$ cat src/rtl/i2c_slave_mem.sv
// rtl/i2c_slave_mem.sv - I2C slave with byte-addressed memory, 2-flop synced bus sampling

module i2c_slave_mem #(
    parameter logic [6:0] DEVICE_ID = 7'b0000001,
    parameter int         ADDR_W    = 6
) (
    input  logic              clk8x,
    input  logic              reset,
    input  logic              SCL,
    input  logic              sda_in,
    output logic              sda_oe,
    output logic [3:0]        state,
    output logic              busy,
    output logic              wr_valid,
    output logic [ADDR_W-1:0] wr_addr,
    output logic [7:0]        wr_data
);

    typedef enum logic [3:0] {
        S_IDLE     = 4'd0,
        S_DEV_ADDR = 4'd1,
        S_DEV_ACK  = 4'd2,
        S_MEM_ADDR = 4'd3,
        S_MEM_ACK  = 4'd4,
        S_WR_DATA  = 4'd5,
        S_WR_ACK   = 4'd6,
        S_RD_DATA  = 4'd7,
        S_RD_ACK   = 4'd8,
        S_IGNORE   = 4'd9
    } state_t;

    state_t              state_q;
    logic                scl_s1_q, scl_s2_q, scl_p_q;
    logic                sda_s1_q, sda_s2_q, sda_p_q;
    logic [3:0]          bit_cnt_q;
    logic [7:0]          shift_q;
    logic                rw_q;
    logic [ADDR_W-1:0]   ptr_q;
    logic                sda_oe_q;
    logic                wr_valid_q;
    logic [ADDR_W-1:0]   wr_addr_q;
    logic [7:0]          wr_data_q;
    logic [7:0]          mem_q [2**ADDR_W];

    logic                scl_rise, scl_fall, start_det, stop_det;
    logic                byte_done, shifting, mem_we;
    logic [ADDR_W-1:0]   ptr_inc;
    logic [2:0]          bit_idx;
    logic [7:0]          rd_byte, next_byte;

    // Two-flop synchronizers plus one delayed copy for edge detection; idle bus level is high
    always_ff @(posedge clk8x or negedge reset) begin
        if (!reset) begin
            scl_s1_q <= 1'b1;
            scl_s2_q <= 1'b1;
            scl_p_q  <= 1'b1;
            sda_s1_q <= 1'b1;
            sda_s2_q <= 1'b1;
            sda_p_q  <= 1'b1;
        end else begin
            scl_s1_q <= SCL;
            scl_s2_q <= scl_s1_q;
            scl_p_q  <= scl_s2_q;
            sda_s1_q <= sda_in;
            sda_s2_q <= sda_s1_q;
            sda_p_q  <= sda_s2_q;
        end
    end

    // Bus events and datapath helpers derived from the synchronized lines
    always_comb begin
        scl_rise  = scl_s2_q & ~scl_p_q;
        scl_fall  = ~scl_s2_q & scl_p_q;
        start_det = ~sda_s2_q & sda_p_q & scl_s2_q;
        stop_det  = sda_s2_q & ~sda_p_q & scl_s2_q;
        byte_done = (bit_cnt_q == 4'd8);
        shifting  = (state_q == S_DEV_ADDR) || (state_q == S_MEM_ADDR) ||
                    (state_q == S_WR_DATA)  || (state_q == S_RD_DATA);
        mem_we    = scl_fall && !start_det && !stop_det &&
                    (state_q == S_WR_DATA) && byte_done;
        ptr_inc   = ptr_q + ADDR_W'(1);
        bit_idx   = 3'd7 - bit_cnt_q[2:0];
        rd_byte   = mem_q[ptr_q];
        next_byte = mem_q[ptr_inc];
    end

    // Protocol FSM: bits shift in on SCL rise, state and SDA drive advance on SCL fall
    always_ff @(posedge clk8x or negedge reset) begin
        if (!reset) begin
            state_q    <= S_IDLE;
            bit_cnt_q  <= '0;
            shift_q    <= '0;
            rw_q       <= 1'b0;
            ptr_q      <= '0;
            sda_oe_q   <= 1'b0;
            wr_valid_q <= 1'b0;
            wr_addr_q  <= '0;
            wr_data_q  <= '0;
        end else begin
            wr_valid_q <= 1'b0;
            if (stop_det) begin
                state_q   <= S_IDLE;
                sda_oe_q  <= 1'b0;
                bit_cnt_q <= '0;
            end else if (start_det) begin
                state_q   <= S_DEV_ADDR;
                sda_oe_q  <= 1'b0;
                bit_cnt_q <= '0;
            end else if (scl_rise) begin
                if (shifting && !byte_done) begin
                    shift_q   <= {shift_q[6:0], sda_s2_q};
                    bit_cnt_q <= bit_cnt_q + 4'd1;
                end else if (state_q == S_RD_ACK) begin
                    shift_q   <= {shift_q[6:0], sda_s2_q};
                end
            end else if (scl_fall) begin
                case (state_q)
                    S_DEV_ADDR: if (byte_done) begin
                        bit_cnt_q <= '0;
                        rw_q      <= shift_q[0];
                        if (shift_q[7:1] == DEVICE_ID) begin
                            state_q  <= S_DEV_ACK;
                            sda_oe_q <= 1'b1;
                        end else begin
                            state_q  <= S_IGNORE;
                            sda_oe_q <= 1'b0;
                        end
                    end
                    S_DEV_ACK: begin
                        state_q  <= S_MEM_ADDR;
                        sda_oe_q <= 1'b0;
                    end
                    S_MEM_ADDR: if (byte_done) begin
                        ptr_q     <= shift_q[ADDR_W-1:0];
                        bit_cnt_q <= '0;
                        state_q   <= S_MEM_ACK;
                        sda_oe_q  <= 1'b1;
                    end
                    S_MEM_ACK: begin
                        if (rw_q) begin
                            state_q  <= S_RD_DATA;
                            sda_oe_q <= ~rd_byte[7];
                        end else begin
                            state_q  <= S_WR_DATA;
                            sda_oe_q <= 1'b0;
                        end
                    end
                    S_WR_DATA: if (byte_done) begin
                        wr_valid_q <= 1'b1;
                        wr_addr_q  <= ptr_q;
                        wr_data_q  <= shift_q;
                        ptr_q      <= ptr_inc;
                        bit_cnt_q  <= '0;
                        state_q    <= S_WR_ACK;
                        sda_oe_q   <= 1'b1;
                    end
                    S_WR_ACK: begin
                        state_q  <= S_WR_DATA;
                        sda_oe_q <= 1'b0;
                    end
                    S_RD_DATA: begin
                        if (byte_done) begin
                            bit_cnt_q <= '0;
                            state_q   <= S_RD_ACK;
                            sda_oe_q  <= 1'b0;
                        end else begin
                            sda_oe_q  <= ~rd_byte[bit_idx];
                        end
                    end
                    S_RD_ACK: begin
                        // Low on the ack clock means the master wants another byte
                        if (!shift_q[0]) begin
                            ptr_q    <= ptr_inc;
                            state_q  <= S_RD_DATA;
                            sda_oe_q <= ~next_byte[7];
                        end else begin
                            state_q  <= S_IGNORE;
                            sda_oe_q <= 1'b0;
                        end
                    end
                    default: ;
                endcase
            end
        end
    end

    // Memory array is intentionally outside reset so contents survive a reset
    always_ff @(posedge clk8x) begin
        if (mem_we) begin
            mem_q[ptr_q] <= shift_q;
        end
    end

    assign sda_oe   = sda_oe_q;
    assign state    = state_q;
    assign busy     = (state_q != S_IDLE);
    assign wr_valid = wr_valid_q;
    assign wr_addr  = wr_addr_q;
    assign wr_data  = wr_data_q;

endmodule

$ cat config.mk
export PLATFORM = sky130hd
export DESIGN_NAME = i2c_slave_mem
export DESIGN_NICKNAME = d
export VERILOG_FILES = /design/src/rtl/i2c_slave_mem.sv
export SDC_FILE = /design/constraint.sdc
export NUM_CORES = 1
export LEC_CHECK = 0
export CAP_MARGIN = 10
export CORE_UTILIZATION = 35
export DETAILED_ROUTE_END_ITERATION = 10
export GPL_ROUTABILITY_DRIVEN = 0
export GPL_TIMING_DRIVEN = 0
export SETUP_SLACK_MARGIN = 0.05
export SLEW_MARGIN = 20
export SYNTH_ARGS = -nofsm -noshare
export SYNTH_HDL_FRONTEND = slang
export SYNTH_SLANG_ARGS = --single-unit
$ cat constraint.sdc
create_clock -name clk8x -period 3 [get_ports clk8x]
set_clock_uncertainty 0.1 [all_clocks]
set_input_delay 0.3 -clock clk8x [delete_from_list [all_inputs] [get_ports clk8x]]
set_output_delay 0.3 -clock clk8x [all_outputs]
set_load 0.05 [all_outputs]
==> results by stage, run 1 <==
Logic synthesis:
- The synthesis-stage register bit count is between 500 and 600.
- Ranked by total cell area, the synthesized netlist is headed by sky130_fd_sc_hd__edfxtp_1 68%, sky130_fd_sc_hd__mux4_2 4.9%, sky130_fd_sc_hd__dfrtp_1 4.3%.
- Synthesis produced approximately 1400 cells.
- The synthesis warning total is 0.
- Yosys instantiated no cell more often than sky130_fd_sc_hd__edfxtp_1.
- By count the netlist is led by 512 x sky130_fd_sc_hd__edfxtp_1, 106 x sky130_fd_sc_hd__nor2_1, 65 x sky130_fd_sc_hd__a22oi_1.
- The library cell occupying the most area in the post-synthesis netlist is sky130_fd_sc_hd__edfxtp_1.
- The share of the synthesized area in the top cell type is 0.6779.
- The sequential element share of the synthesized area is 0.7279.
- The dominant register cell in the synthesized netlist is sky130_fd_sc_hd__edfxtp_1.
- A synthesized cell averages ~17 um^2.
- For this run, asynchronously set or reset flops after synthesis account for 0.08079.
- The net count after synthesis is between 1000 and 1500.
- In this run, synthesis inferred around 510 flip-flops with an integrated enable.
- The distinct cell type count after synthesis is between 60 and 70.
- The cell area after synthesis is approximately 23000 um^2.

Layout:
- For this run, the share of the core covered by cells in the final layout is 0.4536.
- Of the cells placed in the final design, the portion with a size suffix greater than 1 is 0.3274.
- The area of all sequential standard cells is between 15000 and 20000 um^2.
- The post-synthesis to final-layout area growth is 27.09%.
- The number of nets in the layout is approximately 1600.
- The count of fill cells added during filler insertion is around 5400.
- The repair_antennas step left the layout with diodes totalling 0.
- The combined area of the multi-input logic cells is 6497 um^2.
- Summing all non-filler instances in the final layout gives an area of between 20000 and 30000 um^2.

Worst setup path:
- STA classifies the critical path endpoint as a flop.
- The library cell contributing the largest single delay on the critical path is sky130_fd_sc_hd__a222oi_1.
- In this design, the stage delay of the slowest critical-path cell is between 0.9 and 1 ns.
- STA puts the critical path data required time at 3.44 ns.
- Walking the worst path, the cells encountered are buf_6, buf_4, clkbuf_8, a221o_1, a222oi_1, o22ai_1, nor2_1, a32o_1, o32ai_2, a32oi_1.
- The maximum fanout count along the critical path is 10.
- STA classifies the critical path startpoint as a flop.
- Data on the critical path arrives at its endpoint at between 3 and 4 ns.
- By startpoint and endpoint, the worst setup path is classified as reg2reg.

Power:
- The worst-case IR drop observed on VDD is ~0.38 mV.
- The static leakage is roughly 9.2 nW.
- The areal power density over the cells is about 600 nW/um^2.
- Summing internal, switching and leakage power gives between 0.015 and 0.02 W.

Global route:
- The global-route usage over all layers is 0.2448.
- The first global-routing pass estimated 113.6 mm of wire.
- The number of global-route vias before repair is 15120.
- After global routing the overflow that remains totals 0.
- The largest net degree at the start of global routing is 70.
- The initial antenna violation count was 1.

Hold path:
- The worst hold path belongs to the class in2async.

Floorplanning:
- The die outline height is between 200 and 300 um.
- The initial utilization of the core area, before any placement, comes to 0.3569.
- The area of the die is 65820 um^2.
- The I/O pin count is 25.
- The floorplan die width is approximately 260 um.
- The number of standard-cell rows in the floorplan is between 90 and 100.
- The placeable core region is 63540 um^2.

Timing:
- The highest attainable clock frequency is between 0.2 and 0.3 GHz.
- Across all hold checks on the routed design, the worst slack comes to between 0.04 and 0.05 ns.
- The smallest clock period supported by the final layout is computed as 3.389 ns.
- In the finished design, the share of the clock period the worst path needs comes to 1.130.
- Setup total negative slack on the finished layout was measured at -0.3893 ns.
- Setup violations remaining at the end of the flow were counted as 1.
- After layout, the worst setup slack is -0.3893 ns.
- The number of endpoints with negative hold slack in the final report was 0.
- For the pin with the worst max-slew slack, the measured transition is roughly 1.1 ns.
- Setup repair after global routing could not meet its margin everywhere.
- The worst-case headroom to the max-slew limit is 0.2569.
- The final-report max-slew violation count is 0.

Clock tree:
- The clock tree synthesis step divided the H-tree into 2 levels.
- The clock-pin slew reported for the worst setup and hold paths after clock tree synthesis is approximately 0.06 ns.
- The clock net in this run drives a total of approximately 560 sinks.
- Clock tree synthesis inserted a total of 56 buffers.
- No sink is reached through more buffers than the 3 on the longest clock path.
- The root cell of the clock tree is sky130_fd_sc_hd__clkbuf_16.
- The CTS tree is done.
- The clock network latency to the later pin of the worst-skew pair is ~0.62 ns.

Status:
- The flow ran to the end, but the final reports show violations.
- The checks that failed: setup timing.

Placement:
- After detailed placement, the total cell area comes to roughly 24000 um^2.
- Detailed placement finished with a half-perimeter wire length of about 49 mm.
- Buffers placed on the I/O ports in this run total 24.

Job:
- Max-cap violations in this run came to 0.

Route:
- In this run, the number of DRC markers left after iteration 0 of detailed routing was roughly 2700.
- The overall via count from detail_route is between 15000 and 20000.
- The detail route stage leaves a number of antenna-violating nets equal to 0.
- After detailed routing, the total wire length is around 81 mm.
- The routed length per instance is between 30 and 40 um.
- The remaining routing DRC violations is 0.
- The first detailed-routing pass took 7 iterations.
- Dividing the detail-routed via count by the number of cells gives between 6 and 7.
## cells in the final DEF (no fill, tap or decap), types with 8 or more instances in the layout
cell type,count
sky130_fd_sc_hd__a21oi_1,34
sky130_fd_sc_hd__a221o_1,12
sky130_fd_sc_hd__a221oi_1,42
sky130_fd_sc_hd__a221oi_2,9
sky130_fd_sc_hd__a22o_1,9
sky130_fd_sc_hd__a22oi_1,65
sky130_fd_sc_hd__a31oi_1,11
sky130_fd_sc_hd__buf_12,67
sky130_fd_sc_hd__buf_4,75
sky130_fd_sc_hd__buf_6,15
sky130_fd_sc_hd__bufinv_16,11
sky130_fd_sc_hd__clkbuf_1,24
sky130_fd_sc_hd__clkbuf_16,59
sky130_fd_sc_hd__clkbuf_4,13
sky130_fd_sc_hd__clkdlybuf4s50_1,23
sky130_fd_sc_hd__clkinv_1,12
sky130_fd_sc_hd__clkinv_2,8
sky130_fd_sc_hd__dfrtp_1,29
sky130_fd_sc_hd__edfxtp_1,512
sky130_fd_sc_hd__mux2_2,57
sky130_fd_sc_hd__mux2i_1,40
sky130_fd_sc_hd__mux4_2,49
sky130_fd_sc_hd__nand2_1,41
sky130_fd_sc_hd__nand2_4,11
sky130_fd_sc_hd__nand3_1,17
sky130_fd_sc_hd__nand4_1,9
sky130_fd_sc_hd__nor2_1,41
sky130_fd_sc_hd__nor2_4,66
sky130_fd_sc_hd__nor3_1,20
sky130_fd_sc_hd__o21ai_0,29
sky130_fd_sc_hd__o22ai_1,10
## metal layers
layer	GRT usage	vias up	share of wire
li1	-	5977	-
met5	0.01462	-	0.0016
met1	0.3135	7727	0.36
met2	0.3587	1366	0.43
met3	0.08284	349	0.14
met4	0.1435	4	0.072
## layout make-up
cell class,count,area share
sequential,557,0.5736
multi-input combinational,710,0.2254
timing repair buffer,149,0.06772
clock buffer,70,0.05192
tap,846,0.03672
buffer,83,0.02696
clock inverter,35,0.01580
inverter,12,0.001867
## cell families (layout without fill, tap and decap cells)
kind of cell,Yosys count,in the layout,synth area share
AOI/OAI and AO/OA,287,287,0.09467
xor gates and xnor gates,7,7,0.002703
adders and majority gates,6,6,0.003200
buffers and inverters,101,349,0.02212
DFF,557,557,0.7279
muxes,148,148,0.09550
and+or+nand+nor,262,262,0.05390
## where the power goes
part	leakage, nW	internal, W	switching [W]
Sequential	5.22	0.00896	0.000528
Clock	0.946	0.00448	0.00302
Combinational	3.09	0.000109	0.000198
Total	9.25	0.0135	0.00375
## sequential cells by signal, indices dropped and copies added, names as in the netlist
register,flops
bit_cnt_q,4
mem_q,512
ptr_q,6
rw_q,1
scl_p_q,1
scl_s1_q,1
scl_s2_q,1
sda_oe,1
sda_p_q,1
sda_s1_q,1
sda_s2_q,1
shift_q,8
state,4
wr_addr,6
wr_data,8
wr_valid,1
## what timing repair did
item / CTS / global route
endpoints found under the hold margin: 41 / 0
pin swaps: 82 / 0
endpoints found under the setup margin: 529 / 483
hold buffers: 3 / 0
gates resized for setup: 314 / 14
buffers inserted: 116 / 0
gates cloned: 1 / 0
## worst max-delay path, delay by kind of cell (launching register included)
kind / cells / cell delay (ns)
buffers and inverters: 3 / 0.64
AO/OA/AOI/OAI: 6 / 1.98
AND/OR/NAND/NOR: 1 / 0.13
flip-flops: 1 / 0.42
## final timing paths
kind | from | endpoint | slack (ns) | cells past startpoint
hold reg to reg | sda_s1_q | sda_s2_q | 0.26 | 0
max in group asynchronous | reset | sda_s1_q | 2.19 | 3
hold / removal | reset | bit_cnt_q[2] | 0.04 | 2
setup / recovery | ptr_q[1] | sda_oe | -0.39 | 10
setup reg to reg | ptr_q[1] | sda_oe | -0.39 | 10
min in group clk8x | sda_s1_q | sda_s2_q | 0.26 | 0
## through the flow
stage,setup WS [ns],instances
2_1_floorplan,0.1516,1368
3_3_place_gp,-1.625,2238
3_5_place_dp,-1.750,2243
4_1_cts,-0.07414,2462
5_1_grt,-0.3239,2462
6_report,-0.3893,2462
Note: power is estimated with default switching activity, not from simulation.
==> run 2, diff against run 1 <==
--- a/config.mk
+++ b/config.mk
@@ -10,7 +10,9 @@
 export DETAILED_ROUTE_END_ITERATION = 10
 export GPL_ROUTABILITY_DRIVEN = 0
 export GPL_TIMING_DRIVEN = 0
+export MAX_ROUTING_LAYER = met4
 export SETUP_SLACK_MARGIN = 0.05
+export SKIP_CTS_REPAIR_TIMING = 1
 export SLEW_MARGIN = 20
 export SYNTH_ARGS = -nofsm -noshare
 export SYNTH_HDL_FRONTEND = slang
==> run 2 against run 1 <==
The flow still finishes with violations (setup timing). Die area did not move. Wire length fell by 1.8%. Power barely moved. Highest routed layer is now met4. Largest cell class unchanged. Via count fell by 1.6%. Core utilization fell by 0.13 points.
==> results by stage, run 2 (synthesized netlist as in run 1, its figures left out) <==
Worst setup path:
- The largest individual stage delay along the critical path comes from the cell sky130_fd_sc_hd__a222oi_1.
- Data on the critical path arrives at its endpoint at around 3.8 ns.
- The stage delay of the slowest cell on the critical path is around 0.87 ns.
- Across all register-to-register paths, the minimum setup slack is -0.39 ns.
- The category of the worst setup path launch point is a flop.
- The count of buffer and inverter cells on the critical path is 2.
- The endpoint identified for the worst register-to-register timing path is sda_oe.
- The critical path goes through buf_6, nor2b_1, clkbuf_2, a221o_1, a222oi_1, o22ai_1, nor2_1, a32o_2, o32ai_2, a32oi_1.
- The number of logic stages on the critical path including buffering is 10.
- The worst reg2reg path startpoint is ptr_q[1].
- The kind of critical path is reg2reg.
- STA classifies the critical path endpoint as a flop.
- The depth of the worst register-to-register path is 10.
- The cell family contributing the most delay on the critical path is compound AO/OA/AOI/OAI gates.
- The maximum fanout count along the critical path is 8.
- The required time of the critical path is 3.44 ns.

Layout:
- The count of cells in the finished layout, fillers not included, comes to 2435.
- The number of nets in the layout is between 1500 and 2000.
- The largest register by flop count is mem_q.
- The top cell types in the final layout, fill and taps aside, are 512 x sky130_fd_sc_hd__edfxtp_1, 81 x sky130_fd_sc_hd__buf_12, 65 x sky130_fd_sc_hd__nor2_4.
- The fraction of layout cells with a size suffix above 1 is 0.3201.
- Summing all multi-input logic gate instances after layout gives between 6000 and 7000 um^2.
- The post-synthesis to final-layout area growth is 26.72%.
- The commonest non-fill, non-tap cell in the layout is sky130_fd_sc_hd__edfxtp_1.
- Summing all flip-flop and latch instances after layout gives roughly 17000 um^2.
- The count of fill cells added during filler insertion is between 5000 and 6000.
- The register with the most flip-flops in the layout has between 500 and 600 of them.
- The post-route cell area is ~29000 um^2.

Route:
- The total iterations of the first detailed-routing run is 7.
- In the routed design, unresolved DRC markers number 0.
- In this run, the number of DRC markers left after iteration 0 of detailed routing was roughly 2600.
- For this block, the routed nets add up to 80.02 mm of wire.
- The routed layout has ~15000 vias.
- The count of nets left with antenna violations once routing finished came out at 0.
- Using the TritonRoute via totals, the vias-per-cell ratio works out to slightly above 6.
- The routed length per instance is ~33 um.

Global route:
- For met3 alone, demand over resource in global routing was 0.07711.
- For met2 alone, demand over resource in global routing was 0.3394.
- Across every metal layer, demand over resource in global routing totals 0.2383.
- The busiest metal layer after global routing is met2.
- The fraction of met1 tracks used by global routing is 0.3051.
- The first global-routing pass estimated 107.1 mm of wire.
- Entering global routing, the biggest net connects 70 pins.
- The initial antenna violation count is 2.
- The number of global-route vias before repair is roughly 14000.
- The total congestion overflow after global routing is 0.

Clock tree:
- The clock-pin slew reported for the worst setup and hold paths after clock tree synthesis is 0.06 ns.
- The root cell of the clock tree is sky130_fd_sc_hd__clkbuf_16.
- The clock reaches the later pin of the worst-skew pair after between 0.6 and 0.7 ns.
- The clock sink count is around 560.
- The CTS tree is done.
- The CTS buffer count is 56.
- The clock passes through at most 3 buffers.
- The H-tree depth is 2.

Hold path:
- The path with the worst hold slack has its endpoint at scl_s1_q.
- The cell depth of the worst hold path is 1.
- The min-delay analysis places its worst path in the category in2reg.
- The startpoint of the worst hold path is SCL.

Timing:
- The number of endpoints with negative hold slack in the final report is 0.
- The final-report max-slew violation count is 0.
- The slew at the pin with the worst max-slew slack is about 1.1 ns.
- The share of the clock period used by the worst path is 1.130.
- Setup violations remaining at the end of the flow were counted as 187.
- The worst-case headroom to the max-slew limit is 0.2922.
- Across all setup checks in the final design, the least slack found is -0.3889 ns.
- The highest attainable clock frequency is slightly below 0.3 GHz.
- Setup repair after global routing could not meet its margin everywhere.
- The final critical path time including I/O delays and setup is around 3.4 ns.

Placement:
- Counting tap cells, the placed design contains a total of roughly 2200 instances.
- Once detailed placement completed, the half-perimeter wirelength came to between 40 and 50 mm.
- The placed instances occupy a cell area of approximately 24000 um^2.
- Buffers placed on the I/O ports in this run total 24.

Power:
- The internal power consumption is about 0.014 W.
- Dividing total power by cell area gives a power density of between 600 and 700 nW/um^2.
- The static leakage is 9.099 nW.
- The net switching component of the power is between 0.003 and 0.004 W.
- Of the total power, the clock network draws 0.433.
- The worst supply voltage drop on vdd is around 0.38 mV.
- The combinational share of power is 0.018.
- The sequential share of power is 0.549.
- The total power consumption of the routed design is roughly 0.017 W.
- Of the total power, the share spent switching nets is 0.2162.

Status:
- The flow ran to the end, but the final reports show violations.
- The checks that failed: setup timing.

Job:
- Across the run, the number of max-cap violations was 0.

Floorplanning:
- In this run the horizontal extent of the chip is between 200 and 300 um.
- The die covers roughly 66000 um^2.
- The starting density of the core is 0.3569.
- 25 I/O pins were placed.
- The number of standard-cell rows in the floorplan is 92.
- The die outline height is around 260 um.
- The placeable core region is 63540 um^2.
==> run 2: cell count changes in the layout (fill, tap and decap cells not counted), sizes merged <==
cell	before	now
clkbuf	107	103
diode	0	2
dlygate4sd3	3	1
buf	169	146
==> run 2: final cells by class <==
type | instances | area share
antenna | 2 | 0.0001741
buffer | 83 | 0.02543
clock buffer | 70 | 0.05207
clock inverter | 35 | 0.01585
inverter | 12 | 0.001872
multi-input combinational | 710 | 0.2271
sequential | 557 | 0.5753
tap | 846 | 0.03683
timing repair buffer | 120 | 0.06539
==> run 2: power groups by stage <==
stage | logic (W) | clock network [W] | registers [W]
2_1_floorplan | 0.000127 | 0 | 0.00940
3_3_place_gp | 0.000188 | 0 | 0.00972
3_5_place_dp | 0.000300 | 0 | 0.00964
4_1_cts | 0.000301 | 0.00750 | 0.00948
5_1_grt | 0.000336 | 0.00777 | 0.00951
6_report | 0.000308 | 0.00749 | 0.00949
==> run 2: worst max path at each step <==
stage	startpoint	to	slack (ns)
floorplan	bit_cnt_q[0]	mem_q[33][0]	0.15
global placement	bit_cnt_q[0]	mem_q[17][0]	-1.62
detailed placement	bit_cnt_q[0]	mem_q[6][1]	-1.75
CTS	bit_cnt_q[0]	mem_q[6][1]	-1.74
global route	ptr_q[1]	sda_oe	-0.34
finish	ptr_q[1]	sda_oe	-0.39
==> run 2: through the flow <==
step	TNS, ns	worst slack, ns	util	hold WS [ns]
4_1_cts	-742.50	-1.740	0.4102	-0.5064
3_3_place_gp	-710.62	-1.625	0.3774	0.2498
3_5_place_dp	-745.56	-1.750	0.3795	0.1486
6_report	-12.91	-0.3889	0.4523	0.006817
2_1_floorplan	0	0.1516	-	-0.09559
5_1_grt	-8.667	-0.3448	0.4523	0.002951
==> run 2: metal layers <==
metal | wire length, um | part of all wire
met5 | 0 | 0
met1 | 29160 | 0.36
met4 | 4412 | 0.055
met2 | 34420 | 0.43
met3 | 12030 | 0.15
==> run 3, diff against run 2 <==
--- a/config.mk
+++ b/config.mk
@@ -5,8 +5,9 @@
 export SDC_FILE = /design/constraint.sdc
 export NUM_CORES = 1
 export LEC_CHECK = 0
+export ABC_AREA = 1
 export CAP_MARGIN = 10
-export CORE_UTILIZATION = 35
+export CORE_UTILIZATION = 40
 export DETAILED_ROUTE_END_ITERATION = 10
 export GPL_ROUTABILITY_DRIVEN = 0
 export GPL_TIMING_DRIVEN = 0
==> run 3 against run 2 <==
The flow finishes with violations (hold timing). Critical path type unchanged. Fmax grew 13%. Die area shrank 5.7%. Synthesized cell count grew 77%.
==> results by stage, run 3 <==
Status:
- The flow ran to the end, but the final reports show violations.
- The final reports fail on hold timing.

Timing:
- Setup repair after global routing could not meet its margin everywhere.
- At the pin with the least slew margin, the transition time is 1.139 ns.
- Setup violations remaining at the end of the flow were counted as 0.
- The final setup TNS is 0 ns.
- The worst hold slack is -0.02195 ns.
- The number of endpoints with negative hold slack in the final report was 9.
- The worst-case headroom to the max-slew limit is 0.2404.
- The final-report max-slew violation count is 0.
- The final critical path time including I/O delays and setup is between 2 and 3 ns.
- The highest attainable clock frequency is roughly 0.33 GHz.
- In the finished design, the share of the clock period the worst path needs comes to 0.9960.

Logic synthesis:
- During synthesis, Yosys emitted a total of 0 warnings.
- The net count after synthesis is between 2000 and 2500.
- The most used flip-flop cell after synthesis is sky130_fd_sc_hd__edfxtp_1.
- The commonest cells after synthesis are 979 x sky130_fd_sc_hd__nand2_1, 512 x sky130_fd_sc_hd__edfxtp_1, 208 x sky130_fd_sc_hd__inv_1.
- In the synthesized netlist the async set-or-reset flop fraction comes to 0.08079.
- The synthesized design contains 512 enable-type register cells.
- In this run, synthesis produced a sequential element count of ~560.
- The post-synthesis instance total is roughly 2400.
- The cell area after synthesis is about 24000 um^2.
- The most frequent cell after synthesis is sky130_fd_sc_hd__nand2_1.
- The distinct cell type count after synthesis is 37.
- sky130_fd_sc_hd__edfxtp_1 takes more of the synthesized area than any other cell.
- The average instance in the mapped netlist occupies 10.09 um^2.
- For this run, the register share of the synthesized area comes to 0.6759.
- Yosys attributes the largest share of cell area to sky130_fd_sc_hd__edfxtp_1 63%, sky130_fd_sc_hd__nand2_1 15%, sky130_fd_sc_hd__dfrtp_1 4.0%.
- Of the post-synthesis cell area, the dominant cell type holds 0.6294.

Layout:
- Ranked by flip-flop count, first place goes to mem_q.
- Counting the fill cells in the layout gives around 5400.
- At the end of the flow, the number of nets in the layout was about 2600.
- The number of flip-flops in the largest register is ~510.
- In the layout the commonest cells are 975 x sky130_fd_sc_hd__nand2_1, 512 x sky130_fd_sc_hd__edfxtp_1, 206 x sky130_fd_sc_hd__inv_1.
- The fraction of layout cells with a size suffix above 1 is 0.1616.
- From synthesis to final layout, the design area changed by 21.39%.
- Measured on the finished design, the core utilization comes to 0.4912.
- The commonest non-fill, non-tap cell in the layout is sky130_fd_sc_hd__nand2_1.

Route:
- The overall via count from detail_route is between 15000 and 20000.
- The remaining routing DRC violations is 0.
- Wires add up to around 86 mm.
- In this run, the number of DRC markers left after iteration 0 of detailed routing was 2700.
- Dividing the detail-routed wire length by the instance count gives ~25 um.
- The via-per-instance ratio is 5.520.
- The number of nets with antenna violations after detailed routing is 0.
- The total iterations of the first detailed-routing run is 6.

Power:
- Of the total power, registers draw 0.420.
- In this run the power spent charging and discharging nets is 0.009169 W.
- The internal power consumption is between 0.01 and 0.015 W.
- The analysis attributes to cell leakage a power of between 10 and 15 nW.
- The combinational share of power is 0.298.
- The worst supply voltage drop on vdd is about 0.49 mV.
- The switching share of total power is 0.3805.
- The areal power density over the cells is around 800 nW/um^2.
- Of the total power, the clock network draws 0.283.

Worst setup path:
- The maximum fanout count along the critical path is 10.
- The required time of the critical path is roughly 3.3 ns.
- In this run the worst setup path begins at ptr_q[0].
- The endpoint of the worst-slack reg-to-reg timing path is mem_q[36][0].
- The depth of the worst register-to-register path is 9.
- The capturing element of the worst setup path is mem_q[36][0].
- The setup path with the least slack is of type reg2reg.
- The worst path arrival time is between 3 and 4 ns.
- The flop-to-flop setup slack is 0.01 ns.
- In this run the critical register-to-register path is launched from ptr_q[0].
- The worst setup path is launched from a flop.
- The endpoint type of the worst setup path is a flop.

Clock tree:
- The root cell of the clock tree is sky130_fd_sc_hd__clkbuf_16.
- TritonCTS created 56 clock buffers.
- The worst-case clock buffer depth is 3.
- The clock-pin slew reported for the worst setup and hold paths after clock tree synthesis is about 0.060 ns.
- The clock net in this run drives a total of between 500 and 600 sinks.
- The clock network latency to the later pin of the worst-skew pair is between 0.6 and 0.7 ns.
- The H-tree depth is 2.
- The CTS tree is done.

Floorplanning:
- In this run the horizontal extent of the chip is approximately 250 um.
- The placeable core region is between 60000 and 70000 um^2.
- The starting density of the core is 0.4047.
- The die covers a little over 60000 um^2.
- Row generation in the floorplan step produced 90 rows.
- The floorplan step set the die height to 249.1 um.
- The I/O pin count is 25.

Global route:
- The global-route usage over all layers is 0.2738.
- The total overflow left after global routing is 0.
- The initial antenna violation count is 2.
- Entering global routing, the biggest net connects 69 pins.
- The first global-routing pass estimated around 120 mm of wire.
- The number of global-route vias before repair was between 15000 and 20000.

Placement:
- The number of buffers added on ports is 24.
- The final HPWL from detailed placement is between 50 and 60 mm.

Hold path:
- The worst min-delay path category is in2async.

Job:
- Max-cap violations in this run came to 0.
-- run 3: cells by family after synthesis --
| group | Yosys count | share of synthesized area |
|---|---|---|
| buffers and inverters | 323 | 0.05491 |
| adders and majority gates | 5 | 0.002561 |
| and+or+nand+nor | 1325 | 0.2165 |
| AOI/OAI and AO/OA | 210 | 0.04912 |
| DFF | 557 | 0.6759 |
| xor gates and xnor gates | 2 | 0.001025 |
-- run 3: worst min-delay path by stage --
stage | from | slack, ns | cells after the start | endpoint
2_1_floorplan | reset | -0.1 | 0 | bit_cnt_q[0]
3_3_place_gp | sda_s1_q | 0.25 | 0 | sda_s2_q
3_5_place_dp | reset | 0.10 | 1 | state[0]
4_1_cts | reset | -0.56 | 1 | bit_cnt_q[1]
5_1_grt | reset | 0.002 | 2 | bit_cnt_q[0]
6_report | reset | -0.02 | 2 | state[0]
-- run 3: per-stage QoR --
step           std cells  power, W  area, um^2  hold slack (ns)  worst slack (ns)
6_report            3439   0.02410       29650         -0.02195           0.01203
5_1_grt             3438   0.02477       29650         0.002459          -0.01458
4_1_cts             3343   0.02339       27810          -0.5587           -0.9349
3_5_place_dp        3249   0.01675       26070           0.1011           -0.8843
3_3_place_gp        3228   0.01660       25650           0.2477            -1.132
2_1_floorplan       2422   0.01360       24430         -0.09559            0.2639
-- run 3: metal layers --
| metal | GRT usage | up-vias | share of wire |
|---|---|---|---|
| met5 | - | - | 0 |
| met4 | 0.1240 | 0 | 0.058 |
| met3 | 0.06270 | 291 | 0.12 |
| met2 | 0.4129 | 1254 | 0.44 |
| met1 | 0.3526 | 9040 | 0.38 |
| li1 | - | 8397 | - |
-- run 3: power by group through the flow --
| stage | logic [W] | registers, W | clock network (W) |
|---|---|---|---|
| 2_1_floorplan | 0.00342 | 0.0102 | 0 |
| 3_3_place_gp | 0.00598 | 0.0106 | 0 |
| 3_5_place_dp | 0.00650 | 0.0102 | 0 |
| 4_1_cts | 0.00653 | 0.0101 | 0.00678 |
| 5_1_grt | 0.00751 | 0.0101 | 0.00711 |
| 6_report | 0.00717 | 0.0101 | 0.00681 |
-- run 3: final cells by class --
type | count | area [um^2] | area share
Antenna cell | 2 | 5.005 | 0.0001688
Inverter | 215 | 822.0 | 0.02773
Sequential cell | 557 | 16530 | 0.5575
Multi-Input combinational cell | 1542 | 7236 | 0.2440
Buffer | 107 | 631.9 | 0.02131
Tap cell | 782 | 978.4 | 0.03300
Clock inverter | 27 | 260.3 | 0.008777
Timing Repair Buffer | 140 | 1713 | 0.05777
Clock buffer | 67 | 1473 | 0.04967
-- run 3: critical path, cell delays in order, from the launching register on --
cell and delay [ns]:
sky130_fd_sc_hd__dfrtp_2 0.49, sky130_fd_sc_hd__inv_2 0.09, sky130_fd_sc_hd__buf_6 0.12, sky130_fd_sc_hd__clkbuf_4 0.30
sky130_fd_sc_hd__clkbuf_4 0.34, sky130_fd_sc_hd__buf_4 0.36, sky130_fd_sc_hd__nand3_4 0.31, sky130_fd_sc_hd__buf_4 0.26
sky130_fd_sc_hd__nor2_4 0.12, sky130_fd_sc_hd__buf_4 0.18
==> patch, RTL diff (flow settings as in run 3) <==
Set the parameter `ADDR_W` to 5 (it was 6).
--- a/src/rtl/i2c_slave_mem.sv
+++ b/src/rtl/i2c_slave_mem.sv
@@ -2,7 +2,7 @@
 
 module i2c_slave_mem #(
     parameter logic [6:0] DEVICE_ID = 7'b0000001,
-    parameter int         ADDR_W    = 6
+    parameter int         ADDR_W    = 5
 ) (
     input  logic              clk8x,
     input  logic              reset,
Ports: changed (resized wr_addr); port bits go from 25 to 24. The function was not compared with the original's and may differ.
==> patch against run 3 <==
Synthesized cell count is 45% lower. Non-clock buffer count decreased by 164. Power is 44% lower. Design area shrank 47%. Area after synthesis fell by 45%. Routed wire length shrank 53%. Setup slack better by 180 ps. Sequential cell count fell by 258. Critical endpoint is now sda_oe. Largest cell class unchanged. Highest routed layer unchanged.
==> patch: results (changes against run 3) <==
- Status: finished, final reports clean
- Top post-synthesis cells by area: edfxtp_1 57%, nand2_1 12%, dfrtp_1 6.9%
- WL/cell: 21.5 um (-14%)
- Peak VDD IR: 0.559 mV (+13%)
- Arrival time worst endpoint: 3160 ps (-80 ps)
- GRT Overall Usage: 0.247 (-0.0265)
- Vias in the first global route: 9254 (-46%)
- Post-synth EDFFs: 256 (-50%)
- Yosys cell types: 35 (-5.4%)
- Clock Tree Buf Depth: 3 (unchanged)
- Placed inst area: 14300 sq um (-45%)
- Lkg Pwr: 6.28 nW (-48%)
- Vias/cell: 5.26 (-4.7%)
- Fill count: 3063 (-43%)
- H-tree Lvls: 1 (-1)
- Largest net degree at the start of global routing: 37 (-46%)
- Diodes inserted: 0 (-2)
- Final wirelength: 40000 um (-53%)
- CTS Buf Count: 31 (-45%)
- Initial drt markers: 940 (-65%)
- Nets@finish: 1412 (-46%)
- Max incr delay on CP: 470 ps (-20 ps)
- Max reg flops: 256 (-50%)
- Synth cell count leaders: 434 x nand2_1, 256 x edfxtp_1, 144 x inv_1
- Avg Cell Area, Syn: 10.0 sq um (-0.54%)
- Asr flop ratio synth: 0.144 (+0.0630)
- Pre-CTS WS: -377 ps (+508 ps)
- Worst hold path type: input port to register
- Worst skew pair latency: 560 ps (-80 ps)
- Max Fanout on Critical Path: 11 (+1)
- Crit path max-delay cell type: ha_1
- Placed cells: 1805 (-44%)
- DR pass1 iterations: 6 (unchanged)
- Dpl hpwl: 25900 um (-53%)
- Worst-Margin Slew: 1090 ps (-46.0 ps)
- Ratio of cells with drive above 1 in the final layout: 0.129 (-0.0329)
- Largest reg by FF count: mem_q
- # port buffers: 23 (-4.2%)
- Wire length of the first global-routing pass: 58700 um (-50%)
- Initial antenna violation count: 0 (-2)
- Seq/Total Area, Yosys: 0.654 (-0.0223)
==> patch: path summary, 6_finish.rpt <==
path / startpoint / end / slack (ps) / cells past startpoint
max in group asynchronous: reset / sda_s1_q / 2150 / 3
worst min-delay path: sda_in / sda_s1_q / 50 / 1
worst min register to register: sda_s1_q / sda_s2_q / 260 / 0
worst max register to register: ptr_q[1] / sda_oe / 190 / 14
worst max-delay path: ptr_q[1] / sda_oe / 190 / 14
min in group asynchronous: reset / state[1] / 100 / 2
==> patch: logic make-up (layout without fill, tap and decap cells) <==
family / count (synthesis) / after routing / synth area share
and+or+nand+nor: 671 / 671 / 0.205
DFF: 299 / 299 / 0.654
buffers and inverters: 213 / 297 / 0.0729
AOI/OAI and AO/OA: 146 / 146 / 0.0601
adders and majority gates: 8 / 8 / 0.00746
xor gates and xnor gates: 1 / 1 / 0.000653
==> patch: layout make-up <==
cell class / count / area [sq um] / area share
clock buffer: 37 / 798 / 0.0513
inverter: 159 / 603 / 0.0387
multi-input combinational: 826 / 3940 / 0.253
clock inverter: 18 / 144 / 0.00924
tap: 442 / 553 / 0.0355
buffer: 52 / 383 / 0.0246
timing repair buffer: 31 / 370 / 0.0238
sequential: 299 / 8780 / 0.564
==> patch: power breakdown <==
part | internal, mW | switching (mW) | leakage [nW] | total (mW)
sequential | 5.02 | 0.563 | 2.87 | 5.58
clock | 2.06 | 1.58 | 0.467 | 3.63
combinational | 1.21 | 3.09 | 2.94 | 4.30
==> patch: metal layers <==
layer	vias up	GRT usage	part of all wire
met1	4712	0.323	0.40
met2	466	0.393	0.47
li1	4538	-	-
met3	94	0.0356	0.088
met5	-	-	0
met4	0	0.0912	0.035
==> patch: metrics by stage <==
stage	total power [mW]	setup TNS, ps
2_1_floorplan	7.95	0
3_3_place_gp	9.74	-54960
3_5_place_dp	9.81	-51010
4_1_cts	13.4	-57840
5_1_grt	14.0	0
6_report	13.5	0
